$ cat config.mk
export PLATFORM = sky130hd
export DESIGN_NAME = clk_phase_monitor
export DESIGN_NICKNAME = d
export VERILOG_FILES = /design/src/rtl/clk_phase_monitor_pkg.sv /design/src/rtl/clk_phase_monitor_edge_detect.sv /design/src/rtl/clk_phase_monitor.sv
export SDC_FILE = /design/constraint.sdc
export NUM_CORES = 1
export LEC_CHECK = 0
export ABC_CLOCK_PERIOD_IN_PS = 2100
export BUFFER_PORTS_ARGS = -buffer_cell sky130_fd_sc_hd__buf_2
export CORE_MARGIN = 2
export CORE_UTILIZATION = 45
export CTS_BUF_LIST = sky130_fd_sc_hd__clkbuf_16
export DETAILED_ROUTE_END_ITERATION = 6
export PLACE_DENSITY = 0.65
export SKIP_CTS_REPAIR_TIMING = 1
export SYNTH_ARGS = -nofsm -noshare
export SYNTH_HDL_FRONTEND = slang
export SYNTH_SLANG_ARGS = --single-unit
$ cat constraint.sdc
create_clock -name clk -period 2.1 [get_ports clk]
set_input_delay 0.105 -clock clk [delete_from_list [all_inputs] [get_ports clk]]
set_output_delay 0.105 -clock clk [all_outputs]
set_load 0.01 [all_outputs]
$ cat src/rtl/clk_phase_monitor_pkg.sv
// Shared definitions for the divided-clock phase monitor.
//
// Holds the monitor FSM state encoding and the default width of the
// half-period counter. Imported by clk_phase_monitor.
package clk_phase_monitor_pkg;

  // Default width of the half-period counter and of half_len.
  localparam int unsigned CntWDefault = 8;

  typedef enum logic [1:0] {
    StIdle  = 2'd0,
    StAcq   = 2'd1,
    StLock  = 2'd2,
    StFault = 2'd3
  } clkmon_state_e;

endpackage

$ cat src/rtl/clk_phase_monitor_edge_detect.sv
// Edge detector for a slow clock treated as data.
//
// Samples din on every posedge of clk and reports level changes. The
// toggle output is combinational: it is high during the cycle whose
// closing posedge will register the new level. rise/fall are registered
// and high for exactly one cycle after that posedge.
//
// Configuration macro: CLKMON_SYNC_EN inserts a 2-flop synchronizer
// (reset to INIT_LVL) ahead of the sampling register, adding 2 cycles of
// latency to every output.
//
// Ports:
//   clk    in   fast sampling clock
//   rst    in   synchronous active-high reset
//   din    in   monitored signal
//   level  out  sampled level of din
//   toggle out  level change will be taken at the next posedge
//   rise   out  one-cycle strobe on a 0->1 change
//   fall   out  one-cycle strobe on a 1->0 change
module clk_phase_monitor_edge_detect #(
  parameter bit INIT_LVL = 1'b0
) (
  input  logic clk,
  input  logic rst,
  input  logic din,
  output logic level,
  output logic toggle,
  output logic rise,
  output logic fall
);

  logic in_s;
  logic samp_q;
  logic rise_q;
  logic fall_q;

`ifdef CLKMON_SYNC_EN
  logic [1:0] sync_q;

  always_ff @(posedge clk) begin
    if (rst) begin
      sync_q <= {2{INIT_LVL}};
    end else begin
      sync_q <= {sync_q[0], din};
    end
  end

  assign in_s = sync_q[1];
`else
  assign in_s = din;
`endif

  assign toggle = (in_s != samp_q);

  always_ff @(posedge clk) begin
    if (rst) begin
      samp_q <= INIT_LVL;
      rise_q <= 1'b0;
      fall_q <= 1'b0;
    end else begin
      samp_q <= in_s;
      rise_q <= toggle & in_s;
      fall_q <= toggle & ~in_s;
    end
  end

  assign level = samp_q;
  assign rise  = rise_q;
  assign fall  = fall_q;

endmodule

$ cat src/rtl/clk_phase_monitor.sv
// Divided-clock phase monitor.
//
// Treats a divided clock as data in the fast clk domain: emits rise/fall
// strobes, measures every half-period and tracks lock. Lock is declared
// after LOCK_CNT consecutive in-tolerance half-periods; losing it (bad
// half-period or stuck level) raises a sticky fault cleared by clr_fault.
//
// Configuration macro: CLKMON_SYNC_EN (see clk_phase_monitor_edge_detect)
// adds a 2-flop synchronizer on clk_in; measured half periods are unchanged.
//
// Ports:
//   clk       in   fast system clock
//   rst       in   synchronous active-high reset
//   clk_in    in   monitored divided clock
//   clr_fault in   pulse; leaves the fault state
//   rise      out  one-cycle strobe on 0->1 of clk_in
//   fall      out  one-cycle strobe on 1->0 of clk_in
//   phase     out  sampled level of clk_in
//   half_len  out  length of the last completed half-period, in clk cycles
//   locked    out  monitor is locked
//   fault     out  sticky fault flag
module clk_phase_monitor
  import clk_phase_monitor_pkg::*;
#(
  parameter int unsigned CNT_W    = CntWDefault,
  parameter int unsigned EXP_HALF = 1,
  parameter int unsigned TOL      = 0,
  parameter int unsigned LOCK_CNT = 4,
  parameter bit          INIT_LVL = 1'b0
) (
  input  logic             clk,
  input  logic             rst,
  input  logic             clk_in,
  input  logic             clr_fault,
  output logic             rise,
  output logic             fall,
  output logic             phase,
  output logic [CNT_W-1:0] half_len,
  output logic             locked,
  output logic             fault
);

  // Tolerance window, one bit wider than the counter so cnt+1 never wraps.
  localparam int unsigned   LoBound = (TOL >= EXP_HALF) ? 1 : (EXP_HALF - TOL);
  localparam int unsigned   HiBound = EXP_HALF + TOL;
  localparam logic [CNT_W:0] Lo     = (CNT_W + 1)'(LoBound);
  localparam logic [CNT_W:0] Hi     = (CNT_W + 1)'(HiBound);
  localparam logic [CNT_W-1:0] CntMax = '1;

  logic toggle;

  clk_phase_monitor_edge_detect #(
    .INIT_LVL (INIT_LVL)
  ) u_edge_detect (
    .clk    (clk),
    .rst    (rst),
    .din    (clk_in),
    .level  (phase),
    .toggle (toggle),
    .rise   (rise),
    .fall   (fall)
  );

  clkmon_state_e    state_q, state_d;
  logic [CNT_W-1:0] cnt_q, cnt_d;
  logic [CNT_W-1:0] half_len_q, half_len_d;
  logic [3:0]       good_q, good_d;

  logic [CNT_W:0]   meas;
  logic [CNT_W-1:0] meas_sat;
  logic [4:0]       good_inc;
  logic             in_tol;
  logic             timeout;

  // Length of the current half-period if it ended at this posedge.
  assign meas     = {1'b0, cnt_q} + (CNT_W + 1)'(1);
  assign meas_sat = meas[CNT_W] ? CntMax : meas[CNT_W-1:0];
  assign in_tol   = (meas >= Lo) && (meas <= Hi);
  // The half-period has reached the maximum and still has not ended.
  assign timeout  = !toggle && (meas == Hi);
  assign good_inc = {1'b0, good_q} + 5'd1;

  always_comb begin
    cnt_d      = cnt_q;
    half_len_d = half_len_q;
    if (toggle) begin
      cnt_d      = '0;
      half_len_d = meas_sat;
    end else if (cnt_q != CntMax) begin
      cnt_d = cnt_q + CNT_W'(1);
    end
  end

  always_comb begin
    state_d = state_q;
    good_d  = good_q;
    unique case (state_q)
      StIdle: begin
        // The first half-period has an unknown start, so it is not judged.
        if (toggle) begin
          state_d = StAcq;
          good_d  = '0;
        end
      end
      StAcq: begin
        if (toggle) begin
          if (!in_tol) begin
            good_d = '0;
          end else if (good_inc == 5'(LOCK_CNT)) begin
            state_d = StLock;
            good_d  = '0;
          end else begin
            good_d = good_q + 4'd1;
          end
        end else if (timeout) begin
          state_d = StIdle;
        end
      end
      StLock: begin
        if ((toggle && !in_tol) || timeout) begin
          state_d = StFault;
        end
      end
      StFault: begin
        // Any edge in this cycle is still measured but does not move the FSM.
        if (clr_fault) begin
          state_d = StIdle;
        end
      end
      default: state_d = StIdle;
    endcase
  end

  always_ff @(posedge clk) begin
    if (rst) begin
      state_q    <= StIdle;
      cnt_q      <= '0;
      half_len_q <= '0;
      good_q     <= '0;
    end else begin
      state_q    <= state_d;
      cnt_q      <= cnt_d;
      half_len_q <= half_len_d;
      good_q     <= good_d;
    end
  end

  assign half_len = half_len_q;
  assign locked   = (state_q == StLock);
  assign fault    = (state_q == StFault);

endmodule

# Word level (Yosys, flattened, before mapping)
# Index checks and enable logic that the tools add are counted.
# totals
word_cells,55
memories,0
inputBits,4
latch_bits,0
romBits,0
ff_bits,25
ram_bits,0
# classes
n_bitwise,3
muxes,14
order_cmp,2
n_shift,0
n_div,0
n_addsub,4
n_mul,0
reduce_logical,11
n_eq_ne,14
# ops
op,n
two-way mux 4 bit,4
two-way mux 2 bit,7
"adder 8 x 1 -> 9 bit, second input constant",1
"== test 9 x 1 -> 1 bit, second input constant",1
"greater-or-equal comparator 9 x 1 -> 1 bit, second input constant",1
"less-or-equal comparator 9 x 1 -> 1 bit, second input constant",1
"!= test 3 bit, second input constant",3
"adder 8 x 1 -> 8 bit, second input constant",1
two-way mux 8 bit,1
"!= test 8 bit, second input constant",1
one-hot mux 2 bit (4 select lines),1
one-hot mux 4 bit (2 select lines),1
"!= test 2 bit, second input constant",3
AND reduction 6 bit,1
"adder 4 x 1 -> 5 bit, second input constant",1
"== test 5 x 3 -> 1 bit, second input constant",1
"adder 4 x 1 -> 4 bit, second input constant",1
"== test 2 bit, second input constant",2
logical AND 1 bit,3
AND reduction 3 bit,1
AND 1 bit,2
"== test 2 x 1 -> 1 bit, second input constant",1
logical NOT 1 bit,2
logical NOT 2 bit,1
other kinds (6),6

# Logic depth before layout (Yosys ltp)
# Gate-level depths: netlist (run 1).
# depth
depth_word,8
ltp_mapped,8
depth_no_buf,7

# Cells and area by module
# From an unflattened synthesis (run 1), not the netlist that was laid out.
# unflattened
cells_unflattened,134
hier_area_um2,1212.4
# by_module_without_submodules
module,area_each_um2,instances,cells_per_inst
clk_phase_monitor,1097.3,1,123
clk_phase_monitor_edge_detect,115.1,1,11

# Worst setup path after synthesis (run 1)
# OpenSTA, ideal clock, no wires.
# synth_path
path_kind,register to register
start,reg cnt_q[0]
end,reg good_q[3]
required_time_ps,2026
n_path_buf,0
setup_slack_ps,374
setup_ps,74
synth_period_minus_slack_ps,1726
path_stages_with_launch,8
arrival_time_ps,1652
cell_sequence,dfxtp_1 -> ha_1 -> nand2_4 -> nor2_4 -> o2111ai_4 -> a2111oi_4 -> nand3_1 -> a31oi_1
# synth_via
elab_chain_len,6
# synth_rtl
item,line_no,text
"start, declared",clk_phase_monitor.sv:65,"logic [CNT_W-1:0] cnt_q, cnt_d;"
"start signal, assigned",clk_phase_monitor.sv:142,cnt_q <= cnt_d;
adder 8 x 1 -> 9 bit *,clk_phase_monitor.sv:76,"assign meas = {1'b0, cnt_q} + (CNT_W + 1)'(1);"
greater-or-equal comparator 9 x 1 -> 1 bit / less-or-equal comparator 9 x 1 -> 1 bit (equally long branches),clk_phase_monitor.sv:78,assign in_tol = (meas >= Lo) && (meas <= Hi);
logical AND 1 bit *,clk_phase_monitor.sv:78,
two-way mux 4 bit *,clk_phase_monitor.sv:107,if (!in_tol) begin
two-way mux 4 bit *,clk_phase_monitor.sv:106,if (toggle) begin
one-hot mux 4 bit (2 select lines) *,clk_phase_monitor.sv:97,unique case (state_q)
"end signal, assigned",clk_phase_monitor.sv:144,good_q <= good_d;
"end, declared",clk_phase_monitor.sv:67,"logic [3:0] good_q, good_d;"
# Mark *: on every way between the ends. The rest lies on a longest branch, timed or not. The select of a mux whose other input is x is not followed.
# A chain may end at the register's enable or synchronous reset.

# Worst setup path after layout (run 1)
# Ends and elaborated chain as after synthesis.

==> impl_metrics.yaml, run 1 <==
run_status:
  status: "finished, final reports clean"
synthesis:
  synth_nets: 147
  avgSynthCellArea_sq_um: 8.75
  synthAdderAreaFrac_pct: 5.18
  synth-simple-area-share_pct: 25.0
  syn_inst: 138
  syn_area_sq_um: 1210
  muxShareOfSynthArea_pct: 3.32
  synth.lib_cells_used.distinct: 37
  synth-seq-cells: 25
  synth-xor-area-share_pct: 2.90
  synth_top_family_by_area: "simple AND/OR/NAND/NOR gates"
  synth_compound_area_share_pct: 17.2
  synth_warnings: 0
  yosysSeqAreaShare_pct: 41.5
clocking:
  cts_buffer_depth: 2
  cts_htree_levels: 1
  cts_made_buffers: 3
  clock_latency_ns: 0.25
  clkSlewWorstSetupHoldPaths_ns: 0.06
  cts_sinks: 25
  cts_root_buf: "clkbuf_16"
  cts_tree: "built"
global_route:
  track_usage_pct: 15.6
  grt_pass1_wl_um: 3960
  antenna_found_initial: 0
  grt-ovfl-total: 0
  grt_start_max_net_pins: 18
  grt_pass1_vias: 931
detailed_routing:
  drc: 0
  wl_per_cell_um: 12.8
  viasPerCell: 5.48
  routed_wl_um: 2330
  firstDrtPassIters: 4
  ant_nets: 0
  drtIter0Drc: 19
  vias: 998
timing:
  fin_worst_skew_ns: 0.00410
  fin_setup_tns_ns: 0
  rsz0062_at_grt: "false"
  hold_viol_final: 0
  worstMarginPinSlew_ns: 0.435
  fin_crit_sh_pct: 91.6
  fin_crit_ns: 1.92
  final-setup-viol-count: 0
  slew_headroom_pct: 71.0
  setup_slack_ns: 0.176
  fmax_mhz: 520
  drv_slew: 0
place:
  gp_congestion: 0.724
  portBuffers: 16
  dp_worst_setup_slack_ns: 0.167
  postPlaceCellArea_sq_um: 1300
  dp.cells: 178
  place_hpwl_um: 1720
floorplanning:
  die_area_sq_um: 3110
  fp-row-count: 18
  num_io_pins: 17
  core_area_sq_um: 2500
  fp.dieW_um: 55.8
  die_y_um: 55.8
  start_util_pct: 48.3
critical_path:
  endpoint_kind: "flop"
  cp_slowest_cell: "a2111oi_4"
  worstPathCellList: "ha_1 -> nand2_4 -> nor2_4 -> o2111ai_4 -> a2111oi_4 -> nand3_1 -> a31oi_1"
  crit_type: "reg2reg"
  r2r_setup_slack_ns: 0.18
  worstPathRequired_ns: 2.28
  critPathMaxFanout: 6
  cp_slowest_stage_delay_ns: 0.50
  timing.rr.start: "cnt_q[0]"
  timing.rr.end: "good_q[3]"
  arrival_ns: 2.11
  start_kind: "flop"
  rr_worst_depth: 7
power_and_ir_drop:
  power.density_nw_per_um2: 736
  pwr-share-clk_pct: 40.4
  seq_power_share_pct: 49.1
  netSwitchingPower_w: 0.000229
  p_comb_share_pct: 10.5
  irDropWorstVdd_mv: 0.599
  leakagePower_nw: 0.601
  power.total_w: 0.00101
  p_sw_share_pct: 22.6
  p_int_w: 0.000785
run:
  maxCapViolations: 0
hold_path:
  min_path_cells: 3
  min_to: "u_edge_detect.level"
  hold_start: "clk_in"
  hold_path_class: "in2reg"
layout:
  syn_to_final_growth_pct: 14.1
  nets: 162
  final_cell_area_sq_um: 1380
  diodes: 0
  fin_cells: 182
  drive_above_1_share_pct: 18.4
## kinds of logic (layout without fill, tap and decap cells)
group / count (synthesis) / in the layout
AO/OA/AOI/OAI: 28 / 28
XOR/XNOR: 4 / 4
adder cells (fa/ha/maj): 5 / 5
buffers and inverters: 14 / 28
flip-flops: 25 / 25
multiplexers: 4 / 4
AND/OR/NAND/NOR: 58 / 58
## power by group through the flow
stage | logic (W) | clock network, W | registers [W]
floorplan | 0.0000783 | 0 | 0.000510
global placement | 0.000103 | 0 | 0.000508
detailed placement | 0.000106 | 0 | 0.000509
CTS | 0.000107 | 0.000419 | 0.000498
global route | 0.000117 | 0.000445 | 0.000500
finish | 0.000106 | 0.000410 | 0.000498
## Yosys cell counts
library cell / instances / area [sq um]
dfxtp_1: 25 / 500
nor2_1: 22 / 82.6
a21oi_1: 15 / 75.1
nand2_1: 11 / 41.3
inv_1: 6 / 22.5
ha_1: 5 / 62.6
nor2b_1: 5 / 31.3
clkbuf_1: 4 / 15.0
mux2i_1: 4 / 40.0
a31oi_1: 3 / 18.8
nand3_1: 3 / 15.0
o21ai_1: 3 / 15.0
xnor2_1: 3 / 26.3
a221oi_1: 2 / 17.5
and2_1: 2 / 12.5
buf_1: 2 / 7.51
nand2b_1: 2 / 12.5
nor3_1: 2 / 10.0
a2111oi_4: 1 / 27.5
a211oi_2: 1 / 12.5
a21o_1: 1 / 7.51
a22oi_1: 1 / 7.51
and2_4: 1 / 8.76
and3_1: 1 / 6.26
and3_2: 1 / 7.51
and4_1: 1 / 8.76
and4b_1: 1 / 10.0
buf_6: 1 / 11.3
clkinv_1: 1 / 3.75
nand2_4: 1 / 11.3
nand4_1: 1 / 6.26
nand4_2: 1 / 12.5
nor2_4: 1 / 11.3
nor3b_1: 1 / 7.51
o2111ai_4: 1 / 26.3
or2_1: 1 / 6.26
xor2_1: 1 / 8.76
## state kept, by name (all words and copies together), names as in the netlist, named ones only
| signal | count |
|---|---|
| cnt_q | 8 |
| half_len | 8 |
| good_q | 4 |
| state_q | 1 |
| u_edge_detect.fall | 1 |
| u_edge_detect.level | 1 |
| u_edge_detect.rise | 1 |
## cell type report
cell class | count | area, sq um
Timing Repair Buffer | 17 | 87.6
Multi-Input combinational cell | 99 | 647
Clock buffer | 3 | 75.1
Sequential cell | 25 | 500
Tap cell | 30 | 37.5
Inverter | 7 | 26.3
Clock inverter | 1 | 3.75
Fill cell | 221 | 1120
## routing by layer
layer  vias to the layer above  routed length (um)  GRT usage (%)
li1                        498                   -              -
met1                       471                1120           19.9
met2                        24                1110           26.2
met3                         5                  69           3.26
met4                         0                  29           5.23
met5                         -                   0              0
## worst max-delay path: cells and delay by family (launching register included)
family	cells	cell delay, ns
flip-flops	1	0.38
AND/OR/NAND/NOR	3	0.34
adder cells (fa/ha/maj)	1	0.33
AO/OA/AOI/OAI	3	0.82
## worst max-delay path by stage
stage | end | start | cells after the start
after CTS | good_q[3] | cnt_q[0] | 7
final | good_q[3] | cnt_q[0] | 7
after floorplan | good_q[3] | cnt_q[0] | 7
after global routing | good_q[3] | cnt_q[0] | 7
after detailed placement | good_q[3] | cnt_q[0] | 7
after global placement | good_q[3] | cnt_q[0] | 7
## per-stage QoR
stage          utilization (%)  hold WS, ns
6_report                  55.1        0.115
4_1_cts                   55.1        0.115
3_3_place_gp              52.0        0.364
5_1_grt                   55.1        0.134
3_5_place_dp              52.0        0.389
2_1_floorplan                -        0.245
## cell usage in the layout, fill, tap and decap left out, drive strengths merged, types with 4 or more instances in the layout
cell | Yosys | layout
mux2i | 4 | 4
inv | 6 | 7
buf | 3 | 17
nor2b | 5 | 5
nor2 | 23 | 23
ha | 5 | 5
dfxtp | 25 | 25
a21oi | 15 | 15
nand2 | 12 | 12
(Power assumes the default switching activity.)
==> inputs of run 2 (changes only) <==
--- a/config.mk
+++ b/config.mk
@@ -8,10 +8,10 @@
 export ABC_CLOCK_PERIOD_IN_PS = 2100
 export BUFFER_PORTS_ARGS = -buffer_cell sky130_fd_sc_hd__buf_2
 export CORE_MARGIN = 2
-export CORE_UTILIZATION = 45
+export CORE_UTILIZATION = 55
 export CTS_BUF_LIST = sky130_fd_sc_hd__clkbuf_16
 export DETAILED_ROUTE_END_ITERATION = 6
-export PLACE_DENSITY = 0.65
+export PLACE_DENSITY = 0.77
 export SKIP_CTS_REPAIR_TIMING = 1
 export SYNTH_ARGS = -nofsm -noshare
 export SYNTH_HDL_FRONTEND = slang
==> run 2 against run 1 <==
Compared with the run above:
- worst setup slack got worse by 0.0054 ns
- clock-buffer cell count unchanged
- combinational power about the same
- non-clock buffer count unchanged
- first-iteration DRC count increased by 11%
- largest cell class unchanged
- critical path type unchanged
- clock skew about the same
==> impl_metrics.yaml, run 2 (synthesized netlist as in run 1, its figures left out) <==
critical_path:
  rr_worst_depth: 7
  arrival_ns: 2.12
  worstPathCellList: "ha_1 -> nand2_4 -> nor2_4 -> o2111ai_4 -> a2111oi_4 -> nand3_1 -> a31oi_1"
  timing.rr.end: "good_q[3]"
  timing.rr.start: "cnt_q[0]"
  worstPathRequired_ns: 2.29
  crit_type: "reg2reg"
  start_kind: "flop"
  endpoint_kind: "flop"
  critPathMaxFanout: 6
  critPathBufInv: 0
  cp_slowest_cell: "a2111oi_4"
  path_depth: 7
  cp_slowest_stage_delay_ns: 0.50
  crit_family: "compound AO/OA/AOI/OAI gates"
  r2r_setup_slack_ns: 0.17
detailed_routing:
  ant_nets: 0
  wl_per_cell_um: 12.4
  drtIter0Drc: 21
  firstDrtPassIters: 4
  vias: 962
  drc: 0
  viasPerCell: 5.37
  routed_wl_um: 2230
place:
  dp.cells: 175
  place_hpwl_um: 1620
  portBuffers: 16
  dp_worst_setup_slack_ns: 0.198
  gp_congestion: 0.796
hold_path:
  min_path_cells: 3
  hold_start: "clk_in"
  hold_path_class: "in2reg"
  min_to: "u_edge_detect.level"
floorplanning:
  die_y_um: 50.9
  fp-row-count: 16
  core_area_sq_um: 2020
  start_util_pct: 59.7
  die_area_sq_um: 2590
  num_io_pins: 17
  fp.dieW_um: 50.9
timing:
  fin_crit_ns: 1.93
  fmax_mhz: 518
  fin_setup_tns_ns: 0
  final-setup-viol-count: 0
  fin_crit_sh_pct: 91.9
  setup_slack_ns: 0.170
  drv_slew: 0
  slew_headroom_pct: 70.5
  fin_worst_skew_ns: 0.00425
  worstMarginPinSlew_ns: 0.443
  hold_viol_final: 0
  rsz0062_at_grt: "false"
power_and_ir_drop:
  leakagePower_nw: 0.601
  irDropWorstVdd_mv: 0.795
  power.density_nw_per_um2: 736
clocking:
  clock_latency_ns: 0.26
  cts_made_buffers: 3
  cts_htree_levels: 1
  cts_tree: "built"
  clkSlewWorstSetupHoldPaths_ns: 0.06
  cts_root_buf: "clkbuf_16"
  cts_sinks: 25
  cts_buffer_depth: 2
layout:
  syn_to_final_growth_pct: 13.8
  nFillCells: 160
  seqCellArea_sq_um: 500
  multiInputGateArea_sq_um: 647
  final_common_cell: "dfxtp_1"
  layout_common_cells: "dfxtp_1 (25), nor2_1 (22), buf_2 (16), a21oi_1 (15), nand2_1 (11)"
  diodes: 0
  fin_cells: 179
  nets: 162
  drive_above_1_share_pct: 18.4
global_route:
  grt-ovfl-total: 0
  grt_start_max_net_pins: 18
  grt_pass1_vias: 876
  grt_pass1_wl_um: 3780
  track_usage_pct: 19.2
  antenna_found_initial: 0
run:
  maxCapViolations: 0
run_status:
  status: "finished, final reports clean"
==> run 2: cell counts in the layout (fill, tap and decap cells not counted) <==
No cell type changed its count.
==> run 2: tightest hold or removal path, cell delays in order <==
cell    delay, ns
buf_2        0.10
inv_1        0.07
nor2_1       0.05
==> run 2: worst max path at each step <==
| stage | slack [ns] | start | to |
|---|---|---|---|
| after CTS | 0.18 | cnt_q[0] | good_q[1] |
| after detailed placement | 0.20 | cnt_q[0] | good_q[3] |
| after global placement | 0.27 | cnt_q[0] | good_q[3] |
| after floorplan | 0.37 | cnt_q[0] | good_q[3] |
| final | 0.17 | cnt_q[0] | good_q[3] |
| after global routing | 0.01 | cnt_q[0] | good_q[3] |
==> run 2: layer usage <==
layer / wire, um / up-vias / global-route usage (%)
li1: - / 498 / -
met1: 1120 / 443 / 26.5
met5: 0 / - / 0
met4: 36 / 0 / 8.11
met3: 90 / 4 / 3.51
met2: 977 / 17 / 29.6
==> run 2: power breakdown <==
group          internal, W  total [W]  switching [W]  leakage, nW
sequential        0.000488   0.000497     0.00000952        0.203
clock             0.000254   0.000408       0.000154       0.0423
combinational    0.0000431   0.000106      0.0000626        0.355
==> run 2: final cells by class <==
cell class / count / area share [%]
sequential: 25 / 36.4
clock buffer: 3 / 5.46
tap: 27 / 2.46
clock inverter: 1 / 0.273
timing repair buffer: 17 / 6.38
inverter: 7 / 1.91
multi-input combinational: 99 / 47.1
==> run 2: stage by stage <==
| stage | area (sq um) | power (W) | hold slack, ns | util (%) |
|---|---|---|---|---|
| after floorplan | 1210 | 0.000588 | 0.245 | - |
| after global placement | 1290 | 0.000609 | 0.360 | 64.0 |
| after detailed placement | 1290 | 0.000612 | 0.395 | 64.0 |
| after CTS | 1370 | 0.00102 | 0.127 | 67.9 |
| after global routing | 1370 | 0.00105 | 0.137 | 67.9 |
| final | 1370 | 0.00101 | 0.125 | 67.9 |
==> inputs of run 3 (changes only) <==
--- a/config.mk
+++ b/config.mk
@@ -11,8 +11,9 @@
 export CORE_UTILIZATION = 55
 export CTS_BUF_LIST = sky130_fd_sc_hd__clkbuf_16
 export DETAILED_ROUTE_END_ITERATION = 6
-export PLACE_DENSITY = 0.77
+export PLACE_DENSITY = 0.74
 export SKIP_CTS_REPAIR_TIMING = 1
+export SLEW_MARGIN = 40
 export SYNTH_ARGS = -nofsm -noshare
 export SYNTH_HDL_FRONTEND = slang
 export SYNTH_SLANG_ARGS = --single-unit
==> run 3 against run 2 <==
Compared with the run above:
- sequential power about the same
- final area rose by 0.55%
- via count is 5.8% higher
- first-iteration DRC count shrank 4.8%
- critical path type unchanged
- critical endpoint unchanged
- largest cell class unchanged
- highest routed layer unchanged
==> impl_metrics.yaml, run 3 (synthesized netlist as in run 1, its figures left out) <==
floorplanning:
  fp.dieW_um: 50.9
  num_io_pins: 17
  die_area_sq_um: 2590
  start_util_pct: 59.7
  core_area_sq_um: 2020
  die_y_um: 50.9
  fp-row-count: 16
timing:
  hold_viol_final: 0
  rsz0062_at_grt: "false"
  worstMarginPinSlew_ns: 0.403
  final-setup-viol-count: 0
  drv_slew: 0
  fmax_mhz: 531
  fin_worst_skew_ns: 0.00132
  fin_crit_sh_pct: 89.7
  whs_ns: 0.134
  fin_crit_ns: 1.88
  slew_headroom_pct: 73.1
  fin_setup_tns_ns: 0
global_route:
  grt_start_max_net_pins: 18
  grt-ovfl-total: 0
  track_usage_pct: 22.0
  grt_pass1_vias: 1012
  antenna_found_initial: 0
  grt_pass1_wl_um: 4240
detailed_routing:
  vias: 1018
  drtIter0Drc: 20
  viasPerCell: 5.66
  drc: 0
  routed_wl_um: 2450
  ant_nets: 0
  firstDrtPassIters: 4
  wl_per_cell_um: 13.6
place:
  dp.cells: 175
  postPlaceCellArea_sq_um: 1290
  place_hpwl_um: 1730
  gp_congestion: 0.733
  portBuffers: 16
critical_path:
  crit_type: "reg2reg"
  worstSetupStartpoint: "cnt_q[0]"
  timing.rr.start: "cnt_q[0]"
  arrival_ns: 2.07
  critPathMaxFanout: 6
  rr_worst_depth: 8
  endpoint_kind: "flop"
  start_kind: "flop"
  worstPathRequired_ns: 2.28
layout:
  drive_above_1_share_pct: 19.0
  diodes: 0
  seqCellArea_sq_um: 500
  final_common_cell: "dfxtp_1"
  multiInputGateArea_sq_um: 647
  syn_to_final_growth_pct: 14.4
  nets: 163
  final_cell_area_sq_um: 1380
  layout_common_cells: "dfxtp_1 (25), nor2_1 (22), buf_2 (16), a21oi_1 (15), nand2_1 (11)"
  fin_cells: 180
  nFillCells: 153
power_and_ir_drop:
  leakagePower_nw: 0.606
  irDropWorstVdd_mv: 0.638
  power.density_nw_per_um2: 738
run:
  maxCapViolations: 0
hold_path:
  hold_path_class: "in2reg"
  min_path_cells: 3
  hold_start: "clr_fault"
clocking:
  clock_latency_ns: 0.25
  cts_sinks: 25
  cts_buffer_depth: 2
  cts_htree_levels: 1
  cts_root_buf: "clkbuf_16"
  cts_tree: "built"
  cts_made_buffers: 3
  clkSlewWorstSetupHoldPaths_ns: 0.06
run_status:
  status: "finished, final reports clean"
run 3: cell types whose count changed in the layout (fill, tap and decap cells not counted), sizes merged:
| cell | delta |
|---|---|
| buf | +1 |
run 3: metal layers:
| layer | track usage [%] | up-vias | part of all wire (%) |
|---|---|---|---|
| met5 | 0 | - | 0 |
| met4 | 10.8 | 0 | 2.6 |
| met3 | 3.51 | 8 | 2.7 |
| met2 | 39.0 | 19 | 48 |
| met1 | 25.7 | 491 | 47 |
| li1 | - | 500 | - |
run 3: worst paths after layout:
path,to,slack [ns]
setup / recovery,good_q[3],0.22
hold / removal,flop,0.13
setup reg to reg,good_q[3],0.22
hold reg to reg,half_len[5],0.46
run 3: where the power goes:
group          switching (W)  internal [W]
Sequential        0.00000959      0.000488
Clock               0.000155      0.000254
Combinational      0.0000666     0.0000463
Total               0.000231      0.000788
run 3: area by class of cell:
cell class | instances | share of cell area (%)
multi-input combinational | 99 | 46.8
timing repair buffer | 18 | 6.88
inverter | 7 | 1.90
sequential | 25 | 36.2
tap | 27 | 2.45
clock inverter | 1 | 0.272
clock buffer | 3 | 5.43
run 3: critical path: stages, from the launching register on:
cell,delay (ns)
dfxtp_1,0.37
ha_1,0.35
nand2_4,0.09
nor2_4,0.13
o2111ai_4,0.14
a2111oi_4,0.29
buf_4,0.20
nand3_1,0.08
a31oi_1,0.15
run 3: metrics by stage:
step | setup WS, ns | total power [W] | util, %
global route | 0.0541 | 0.00106 | 68.3
finish | 0.216 | 0.00102 | 68.3
detailed placement | 0.127 | 0.000616 | 64.0
CTS | 0.0989 | 0.00102 | 67.9
global placement | 0.257 | 0.000610 | 64.0
floorplan | 0.374 | 0.000588 | -
